===== src/rtl/spike_propagator_pkg.sv =====
// Shared types and constants for the spike propagation path (I_next writer side).
package spike_propagator_pkg;

    localparam int NUMWIDTH   = 16;
    localparam int TAGBITS    = 1;
    localparam int NUMNEURONS = 2;
    localparam int FIFODEPTH  = 4;
    localparam int SIGN_BIT   = NUMWIDTH;

    typedef logic [NUMWIDTH:0]  value_t;
    typedef logic [TAGBITS-1:0] tag_t;

    localparam logic [NUMWIDTH-1:0] MAX_MAG = '1;

    typedef enum logic [2:0] {
        ST_IDLE,
        ST_PROP,
        ST_DRAIN,
        ST_SWAP,
        ST_DONE
    } state_t;

endpackage


===== src/rtl/spike_propagator_if.sv =====
// I_next read/write/swap bus between spike_propagator (master) and current_update (slave).
interface spike_propagator_if;
    import spike_propagator_pkg::*;

    tag_t   i_next_read_tag;
    value_t i_next_read_value;
    logic   i_next_write_en;
    tag_t   i_next_write_tag;
    value_t i_next_write_value;
    logic   swap;

    modport master (
        output i_next_read_tag,
        input  i_next_read_value,
        output i_next_write_en,
        output i_next_write_tag,
        output i_next_write_value,
        output swap
    );

    modport slave (
        input  i_next_read_tag,
        output i_next_read_value,
        input  i_next_write_en,
        input  i_next_write_tag,
        input  i_next_write_value,
        input  swap
    );

endinterface


===== src/rtl/spike_propagator_sm_sat_add.sv =====
// sm_sat_add: combinational sign-magnitude adder saturating to MAX_MAG; never emits -0.
module sm_sat_add
    import spike_propagator_pkg::*;
(
    input  value_t i_a,
    input  value_t i_b,
    output value_t o_sum
);

    logic [NUMWIDTH-1:0] w_magA;
    logic [NUMWIDTH-1:0] w_magB;
    logic [NUMWIDTH-1:0] w_mag;
    logic [NUMWIDTH:0]   w_rawSum;
    logic                w_signA;
    logic                w_signB;
    logic                w_sign;

    assign w_magA   = i_a[NUMWIDTH-1:0];
    assign w_magB   = i_b[NUMWIDTH-1:0];
    // A zero magnitude carries no sign, so -0 behaves exactly like +0.
    assign w_signA  = i_a[SIGN_BIT] && (w_magA != '0);
    assign w_signB  = i_b[SIGN_BIT] && (w_magB != '0);
    assign w_rawSum = {1'b0, w_magA} + {1'b0, w_magB};

    always_comb begin
        w_mag  = '0;
        w_sign = 1'b0;
        if (w_signA == w_signB) begin
            w_mag  = w_rawSum[NUMWIDTH] ? MAX_MAG : w_rawSum[NUMWIDTH-1:0];
            w_sign = w_signA;
        end else if (w_magA >= w_magB) begin
            w_mag  = w_magA - w_magB;
            w_sign = w_signA;
        end else begin
            w_mag  = w_magB - w_magA;
            w_sign = w_signB;
        end
        if (w_mag == '0) begin
            w_sign = 1'b0;
        end
    end

    assign o_sum = {w_sign, w_mag};

endmodule


===== src/rtl/spike_propagator.sv =====
// spike_propagator: queues presynaptic spikes, walks each weight row and read-modify-writes I_next,
// then drains and issues swap at end of timestep. Optional macro SPIKE_COUNT_EN enables spike_count.
module spike_propagator
    import spike_propagator_pkg::*;
#(
    parameter int NUM_NEURONS = NUMNEURONS,
    parameter int FIFO_DEPTH  = FIFODEPTH
) (
    input  logic        clk,
    input  logic        asyn_reset,
    input  logic        spike_valid,
    input  tag_t        spike_tag,
    output logic        spike_ready,
    input  logic        step_end,
    output logic        step_done,
    input  logic        w_we,
    input  tag_t        w_pre,
    input  tag_t        w_post,
    input  value_t      w_data,
    output logic [15:0] spike_count,
    spike_propagator_if.master cu
);

    localparam int   AW       = (FIFO_DEPTH > 1) ? $clog2(FIFO_DEPTH) : 1;
    localparam int   NW       = 2 ** TAGBITS;
    localparam tag_t LAST_TAG = tag_t'(NUM_NEURONS - 1);

    state_t        r_state;
    state_t        w_nextState;
    tag_t          r_fifo [FIFO_DEPTH];
    logic [AW-1:0] r_wrPtr;
    logic [AW-1:0] r_rdPtr;
    logic [AW:0]   r_count;
    tag_t          r_j;
    tag_t          w_nextJ;
    logic          r_stepPending;
    value_t        r_weight [NW][NW];

    logic          r_s2Valid;
    tag_t          r_s2Tag;
    value_t        r_s2Weight;
    logic          r_prevWrEn;
    tag_t          r_prevTag;
    value_t        r_prevValue;

    logic          w_full;
    logic          w_empty;
    logic          w_push;
    logic          w_pop;
    logic          w_issue;
    logic          w_willEmpty;
    tag_t          w_head;
    value_t        w_operand;
    value_t        w_sum;

    assign w_full      = (r_count == (AW+1)'(FIFO_DEPTH));
    assign w_empty     = (r_count == '0);
    assign spike_ready = !w_full && !r_stepPending;
    assign w_push      = spike_valid && spike_ready;
    assign w_head      = r_fifo[r_rdPtr];
    assign w_willEmpty = (r_count == (AW+1)'(1)) && !w_push;

    // Storage without reset: weights persist across resets, FIFO slots are guarded by r_count.
    always_ff @(posedge clk) begin
        if (w_we) begin
            r_weight[w_pre][w_post] <= w_data;
        end
        if (w_push) begin
            r_fifo[r_wrPtr] <= spike_tag;
        end
    end

    always_ff @(posedge clk) begin
        if (asyn_reset) begin
            r_wrPtr <= '0;
            r_rdPtr <= '0;
            r_count <= '0;
        end else begin
            if (w_push) begin
                r_wrPtr <= r_wrPtr + AW'(1);
            end
            if (w_pop) begin
                r_rdPtr <= r_rdPtr + AW'(1);
            end
            case ({w_push, w_pop})
                2'b10:   r_count <= r_count + (AW+1)'(1);
                2'b01:   r_count <= r_count - (AW+1)'(1);
                default: r_count <= r_count;
            endcase
        end
    end

    always_ff @(posedge clk) begin
        if (asyn_reset) begin
            r_state       <= ST_IDLE;
            r_j           <= '0;
            r_stepPending <= 1'b0;
        end else begin
            r_state <= w_nextState;
            r_j     <= w_nextJ;
            if (step_end) begin
                r_stepPending <= 1'b1;
            end else if (r_state == ST_DONE) begin
                r_stepPending <= 1'b0;
            end
        end
    end

    always_comb begin
        w_nextState = r_state;
        w_nextJ     = r_j;
        w_issue     = 1'b0;
        w_pop       = 1'b0;
        case (r_state)
            ST_IDLE: begin
                if (!w_empty) begin
                    w_nextState = ST_PROP;
                    w_nextJ     = '0;
                end else if (r_stepPending || step_end) begin
                    w_nextState = ST_DRAIN;
                end
            end
            ST_PROP: begin
                w_issue = 1'b1;
                if (r_j == LAST_TAG) begin
                    w_pop   = 1'b1;
                    w_nextJ = '0;
                    if (w_willEmpty) begin
                        w_nextState = (r_stepPending || step_end) ? ST_DRAIN : ST_IDLE;
                    end
                end else begin
                    w_nextJ = r_j + tag_t'(1);
                end
            end
            ST_DRAIN: w_nextState = ST_SWAP;
            ST_SWAP:  w_nextState = ST_DONE;
            ST_DONE:  w_nextState = ST_IDLE;
            default:  w_nextState = ST_IDLE;
        endcase
    end

    // Stage 2 holds the issued target; the prev* copy forwards a write the memory has not yet absorbed.
    always_ff @(posedge clk) begin
        if (asyn_reset) begin
            r_s2Valid   <= 1'b0;
            r_s2Tag     <= '0;
            r_s2Weight  <= '0;
            r_prevWrEn  <= 1'b0;
            r_prevTag   <= '0;
            r_prevValue <= '0;
        end else begin
            r_s2Valid   <= w_issue;
            r_s2Tag     <= r_j;
            r_s2Weight  <= r_weight[w_head][r_j];
            r_prevWrEn  <= r_s2Valid;
            r_prevTag   <= r_s2Tag;
            r_prevValue <= w_sum;
        end
    end

    assign w_operand = (r_prevWrEn && (r_prevTag == r_s2Tag)) ? r_prevValue : cu.i_next_read_value;

    sm_sat_add u_satAdd (
        .i_a   (w_operand),
        .i_b   (r_s2Weight),
        .o_sum (w_sum)
    );

    assign cu.i_next_read_tag    = r_j;
    assign cu.i_next_write_en    = r_s2Valid;
    assign cu.i_next_write_tag   = r_s2Tag;
    assign cu.i_next_write_value = r_s2Valid ? w_sum : '0;
    assign cu.swap               = (r_state == ST_SWAP);
    assign step_done             = (r_state == ST_DONE);

`ifdef SPIKE_COUNT_EN
    logic [15:0] r_spikeCount;

    always_ff @(posedge clk) begin
        if (asyn_reset) begin
            r_spikeCount <= '0;
        end else if (r_state == ST_DONE) begin
            r_spikeCount <= '0;
        end else if (w_pop && (r_spikeCount != 16'hFFFF)) begin
            r_spikeCount <= r_spikeCount + 16'd1;
        end
    end

    assign spike_count = r_spikeCount;
`else
    assign spike_count = '0;
`endif

endmodule


===== src/flat_wrapper.sv =====
// flat-port wrapper written by rule: the top's interface ports become plain ports
module spike_propagator_flat import spike_propagator_pkg::*;
#(
    parameter int NUM_NEURONS = NUMNEURONS,
    parameter int FIFO_DEPTH  = FIFODEPTH
)
  (clk, asyn_reset, spike_valid, spike_tag, spike_ready, step_end, step_done, w_we, w_pre, w_post, w_data, spike_count, cu_i_next_read_tag, cu_i_next_read_value, cu_i_next_write_en, cu_i_next_write_tag, cu_i_next_write_value, cu_swap);
  spike_propagator_if cu_i ();
  input  logic clk;
  input  logic asyn_reset;
  input  logic spike_valid;
  input  tag_t spike_tag;
  output logic spike_ready;
  input  logic step_end;
  output logic step_done;
  input  logic w_we;
  input  tag_t w_pre;
  input  tag_t w_post;
  input  value_t w_data;
  output logic [15:0] spike_count;
  output wire logic [$bits(cu_i.i_next_read_tag)-1:0] cu_i_next_read_tag;
  input wire logic [$bits(cu_i.i_next_read_value)-1:0] cu_i_next_read_value;
  output wire logic [$bits(cu_i.i_next_write_en)-1:0] cu_i_next_write_en;
  output wire logic [$bits(cu_i.i_next_write_tag)-1:0] cu_i_next_write_tag;
  output wire logic [$bits(cu_i.i_next_write_value)-1:0] cu_i_next_write_value;
  output wire logic [$bits(cu_i.swap)-1:0] cu_swap;
  assign cu_i_next_read_tag = cu_i.i_next_read_tag;
  assign cu_i.i_next_read_value = cu_i_next_read_value;
  assign cu_i_next_write_en = cu_i.i_next_write_en;
  assign cu_i_next_write_tag = cu_i.i_next_write_tag;
  assign cu_i_next_write_value = cu_i.i_next_write_value;
  assign cu_swap = cu_i.swap;
  spike_propagator #(.NUM_NEURONS(NUM_NEURONS), .FIFO_DEPTH(FIFO_DEPTH)) u_core (.clk(clk), .asyn_reset(asyn_reset), .spike_valid(spike_valid), .spike_tag(spike_tag), .spike_ready(spike_ready), .step_end(step_end), .step_done(step_done), .w_we(w_we), .w_pre(w_pre), .w_post(w_post), .w_data(w_data), .spike_count(spike_count), .cu(cu_i));
endmodule

===== config.mk =====
export PLATFORM = sky130hd
export DESIGN_NAME = spike_propagator_flat
export DESIGN_NICKNAME = d
export VERILOG_FILES = /design/src/rtl/spike_propagator_pkg.sv /design/src/rtl/spike_propagator_if.sv /design/src/rtl/spike_propagator_sm_sat_add.sv /design/src/rtl/spike_propagator.sv /design/src/flat_wrapper.sv
export SDC_FILE = /design/constraint.sdc
export NUM_CORES = 1
export LEC_CHECK = 0
export CAP_MARGIN = 20
export CORE_AREA = 10 10 155 157
export CTS_CLUSTER_DIAMETER = 100
export DETAILED_ROUTE_END_ITERATION = 7
export DIE_AREA = 0 0 165 167
export HOLD_SLACK_MARGIN = 0.02
export PLACE_DENSITY = 0.57
export SKIP_LAST_GASP = 1
export SYNTH_ARGS = -nofsm -noshare
export SYNTH_HDL_FRONTEND = slang
export SYNTH_HIERARCHICAL = 1
export SYNTH_SLANG_ARGS = --single-unit

===== constraint.sdc =====
create_clock -name clk -period 14.2 [get_ports clk]
set_input_delay 1.42 -clock clk [delete_from_list [all_inputs] [get_ports clk]]
set_output_delay 1.42 -clock clk [all_outputs]
set_load 0.05 [all_outputs]

==> metrics.md <==
| Metric | Value |
|---|---|
| Clock skew | `17.7 ps` |
| DR pass1 iterations | `6` |
| Die ar. | `27600 um2` |
| Leading cell type in the layout, fill and taps excluded | `nand2_1` |
| CTS resizes | `0` |
| Number of synthesized flops with an enable pin | `72` |
| Layout cells sized above 1 | `9.32%` |
| R2R Path End | `u_core/r_prevValue[16]$_SDFF_PP0_` |
| Reg2reg path depth | `20` |
| WP data arrival | `6860 ps` |
| Critical path's slowest cell | `clkdlybuf4s50_1` |
| Post-DR vias/cell | `5.40` |
| Fill cells | `2070` |
| Vert. Die Dim | `167 um` |
| Hold depth | `2` |
| Drt total wl | `23300 um` |
| Clk_lat worst skew | `430 ps` |
| CP required | `12780 ps` |
| Setup Fix Bufs, Post-CTS | `0` |
| 1st-iter DRT viols | `437` |
| Diodes inserted | `0` |
| Worst Hold End | `u_core/r_stepPending$_SDFFE_PP0P_` |
| Hold Slack | `492 ps` |
| Status | `finished clean` |
| Crit path kind | `in -> out` |
| Fin. Hold Viols | `0` |
| Pint | `0.000903 W` |
| Power per cell area | `158 nW/um2` |
| RD Place Congestion | `0.897` |
| Synthesized cell area | `8210 um2` |
| Post-DRT Antenna Nets | `0` |
| Top_reg_cell synth | `edfxtp_1` |
| Final min period | `8280 ps` |
| Flops & latches, synth | `124` |
| Worst slew margin | `30.4%` |
| Synth-to-layout area growth | `16.1%` |
| Slew Limit Fails | `0` |
| Switching Fraction | `40.1%` |
| Post-Synthesis Cells | `919` |
| Actual slew at the worst max-slew pin | `1040 ps` |
| Synth Warn # | `6` |
| Lkg Pwr | `3.72 nW` |
| Library cells used by synthesis | `73` |
| Gr usage total | `16.8%` |
| Die Wd | `165 um` |
| First-pass GRT wire length | `36400 um` |
| RSZ-0062 raised after global routing | `no` |
| Initial antenna violation count | `0` |
| Finished Cell Area | `9540 um2` |
| Crit-path max FO | `19` |
| Total of max-cap violations | `0` |
| CTS tree | `yes` |
| Number of buffers created by CTS | `17` |
| Worst Hold Class | `reg -> reg` |
| Post-CTS Hold Fix Bufs | `0` |
| Sequential cell area fraction in the yosys report | `39.0%` |
| Vias | `6759` |
| Total gr overflow | `0` |
| Mapped Avg Cell Area | `8.94 um2` |
| H-tree levels | `4` |
| Vias in the first global route | `6700` |
| CP endpoint kind | `output port` |
| Reg-to-reg slack, setup | `8850 ps` |
| Setup TNS | `0 ps` |
| Row count | `53` |
| I/O Pins | `81` |
| Critical path's largest stage delay | `700 ps` |
| CP Cell Sequence | `clkdlybuf4s50_1 > mux2_2 > inv_1 > ha_1 > inv_1 > fa_1 > a21oi_1 > a211oi_1 > o211ai_1 > nand3_2 > mux2_2 > o22ai_1 > o21bai_1 > or4_1 > or4_1 > nor4_2 > a21oi_1 > and2_1 > clkdlybuf4s50_1` |
| Clock Sinks | `124` |
| Clk root buf | `clkbuf_16` |
| Largest net degree at the start of global routing | `52` |
| Residual DRC | `0` |
| Wire per inst | `18.6 um` |
| Worst Setup SP | `cu_i_next_read_value[0]` |
| Starting Density | `39.4%` |
| Gate power share | `41.5%` |
| Max frequency | `0.121 GHz` |
| Most frequent cells in the layout | `nand2_1 (168), edfxtp_1 (72), clkdlybuf4s50_1 (63)` |
| Port bufs | `64` |
| Sw Pwr | `0.000603 W` |
| Post-synth ARST share | `0%` |
| VDD IR-drop max | `0.0758 mV` |
| Placed cell area | `8930 um2` |
| Core Box Area | `20800 um2` |
| Crit share post-route | `58.3%` |
| Final nets | `1067` |
| CP startpoint kind | `primary input` |
| CTS Buffer Depth | `2` |
| Hold path startpoint | `u_core/r_stepPending$_SDFFE_PP0P_` |
| Sequential Power Share | `31.1%` |
| Clk slew on worst S/H paths | `60 ps` |
| Final setup viols | `0` |
| Post-DP HPWL | `16200 um` |
| Clock Power Share | `27.4%` |
| Worst r2r src | `u_core/cu.i_next_write_tag$_SDFF_PP0_` |
-- stage by stage --
stage / cells / worst slack, ps / power, W / util, %
2_1_floorplan: 934 / 7550 / 0.000915 / -
3_3_place_gp: 1217 / 5990 / 0.00109 / 42.9
3_5_place_dp: 1217 / 5930 / 0.00109 / 42.9
4_1_cts: 1249 / 5890 / 0.00151 / 45.6
5_1_grt: 1251 / 5640 / 0.00159 / 45.8
6_report: 1251 / 5920 / 0.00151 / 45.8
-- state kept, by name, summed over array words and instances (netlist names), named ones only --
| signal | count |
|---|---|
| u_core/r_fifo | 4 |
| u_core/r_state | 3 |
| u_core/r_prevTag | 1 |
| u_core/r_prevWrEn | 1 |
| u_core/cu.i_next_write_tag | 1 |
| u_core/r_prevValue | 17 |
| u_core/cu.i_next_read_tag | 1 |
| u_core/r_s2Weight | 17 |
| u_core/cu.i_next_write_en | 1 |
| u_core/r_rdPtr | 2 |
| u_core/r_stepPending | 1 |
| u_core/r_count | 3 |
| u_core/r_weight | 68 |
| u_core/r_wrPtr | 2 |
-- metal layers --
metal	vias to the layer above	share of wire (%)	global-route usage (%)
met1	3194	42	20.4
met2	237	49	28.0
met5	-	0	0
met4	0	2.6	6.24
met3	39	6.3	4.02
li1	3289	-	-
-- final cells by class --
type	count	area [um2]	area share, %
inverters	55	209	2.19
multi-input cells	692	4480	47.0
well taps	275	344	3.61
repair buffers	73	736	7.71
clock inverters	15	139	1.46
flip-flops and latches	124	3200	33.6
clock buffers	17	425	4.46
-- synth_stat cells (19+ instances only) --
| cell | n | share of area (%) |
|---|---|---|
| nand3_1 | 54 | 3.3 |
| nand2_1 | 168 | 7.7 |
| a21oi_1 | 43 | 2.6 |
| nor2b_1 | 28 | 2.1 |
| ha_1 | 59 | 9.0 |
| a31oi_1 | 20 | 1.5 |
| nor2_1 | 53 | 2.4 |
| mux2_2 | 23 | 3.2 |
| o21ai_0 | 24 | 1.5 |
| edfxtp_1 | 72 | 26 |
| buf_4 | 19 | 1.7 |
| and2_1 | 24 | 1.8 |
| buf_2 | 19 | 1.2 |
| inv_1 | 54 | 2.5 |
| dfxtp_1 | 52 | 13 |
-- worst max-delay path by stage --
stage	to	cells after the start
2_1_floorplan	cu_i_next_write_value[16]	17
3_5_place_dp	cu_i_next_write_value[16]	19
6_report	cu_i_next_write_value[16]	19
5_1_grt	cu_i_next_write_value[16]	19
4_1_cts	cu_i_next_write_value[16]	19
3_3_place_gp	cu_i_next_write_value[16]	19
-- cell families after synthesis --
| family | synth area share [%] |
|---|---|
| xor gates and xnor gates | 1.28 |
| muxes | 4.92 |
| adders and majority gates | 9.72 |
| and+or+nand+nor | 23.9 |
| AOI/OAI and AO/OA | 13.9 |
| buffers and inverters | 7.22 |
| other | 0.0457 |
| DFF | 39.0 |
-- worst max-delay path, delay by kind of cell --
family / cells / cell delay [ps]
compound gates: 6 / 1130
simple gates: 5 / 1790
fa+ha+maj: 2 / 520
mux: 2 / 760
buf+inv: 4 / 1210
-- power groups by stage --
stage | Sequential [W] | Combinational [W] | Clock (W)
after global routing | 0.000475 | 0.000678 | 0.000441
after global placement | 0.000475 | 0.000613 | 0
final | 0.000469 | 0.000625 | 0.000413
after detailed placement | 0.000476 | 0.000611 | 0
after floorplan | 0.000464 | 0.000451 | 0
after CTS | 0.000469 | 0.000614 | 0.000424
Power figures use the tool's default switching activity.
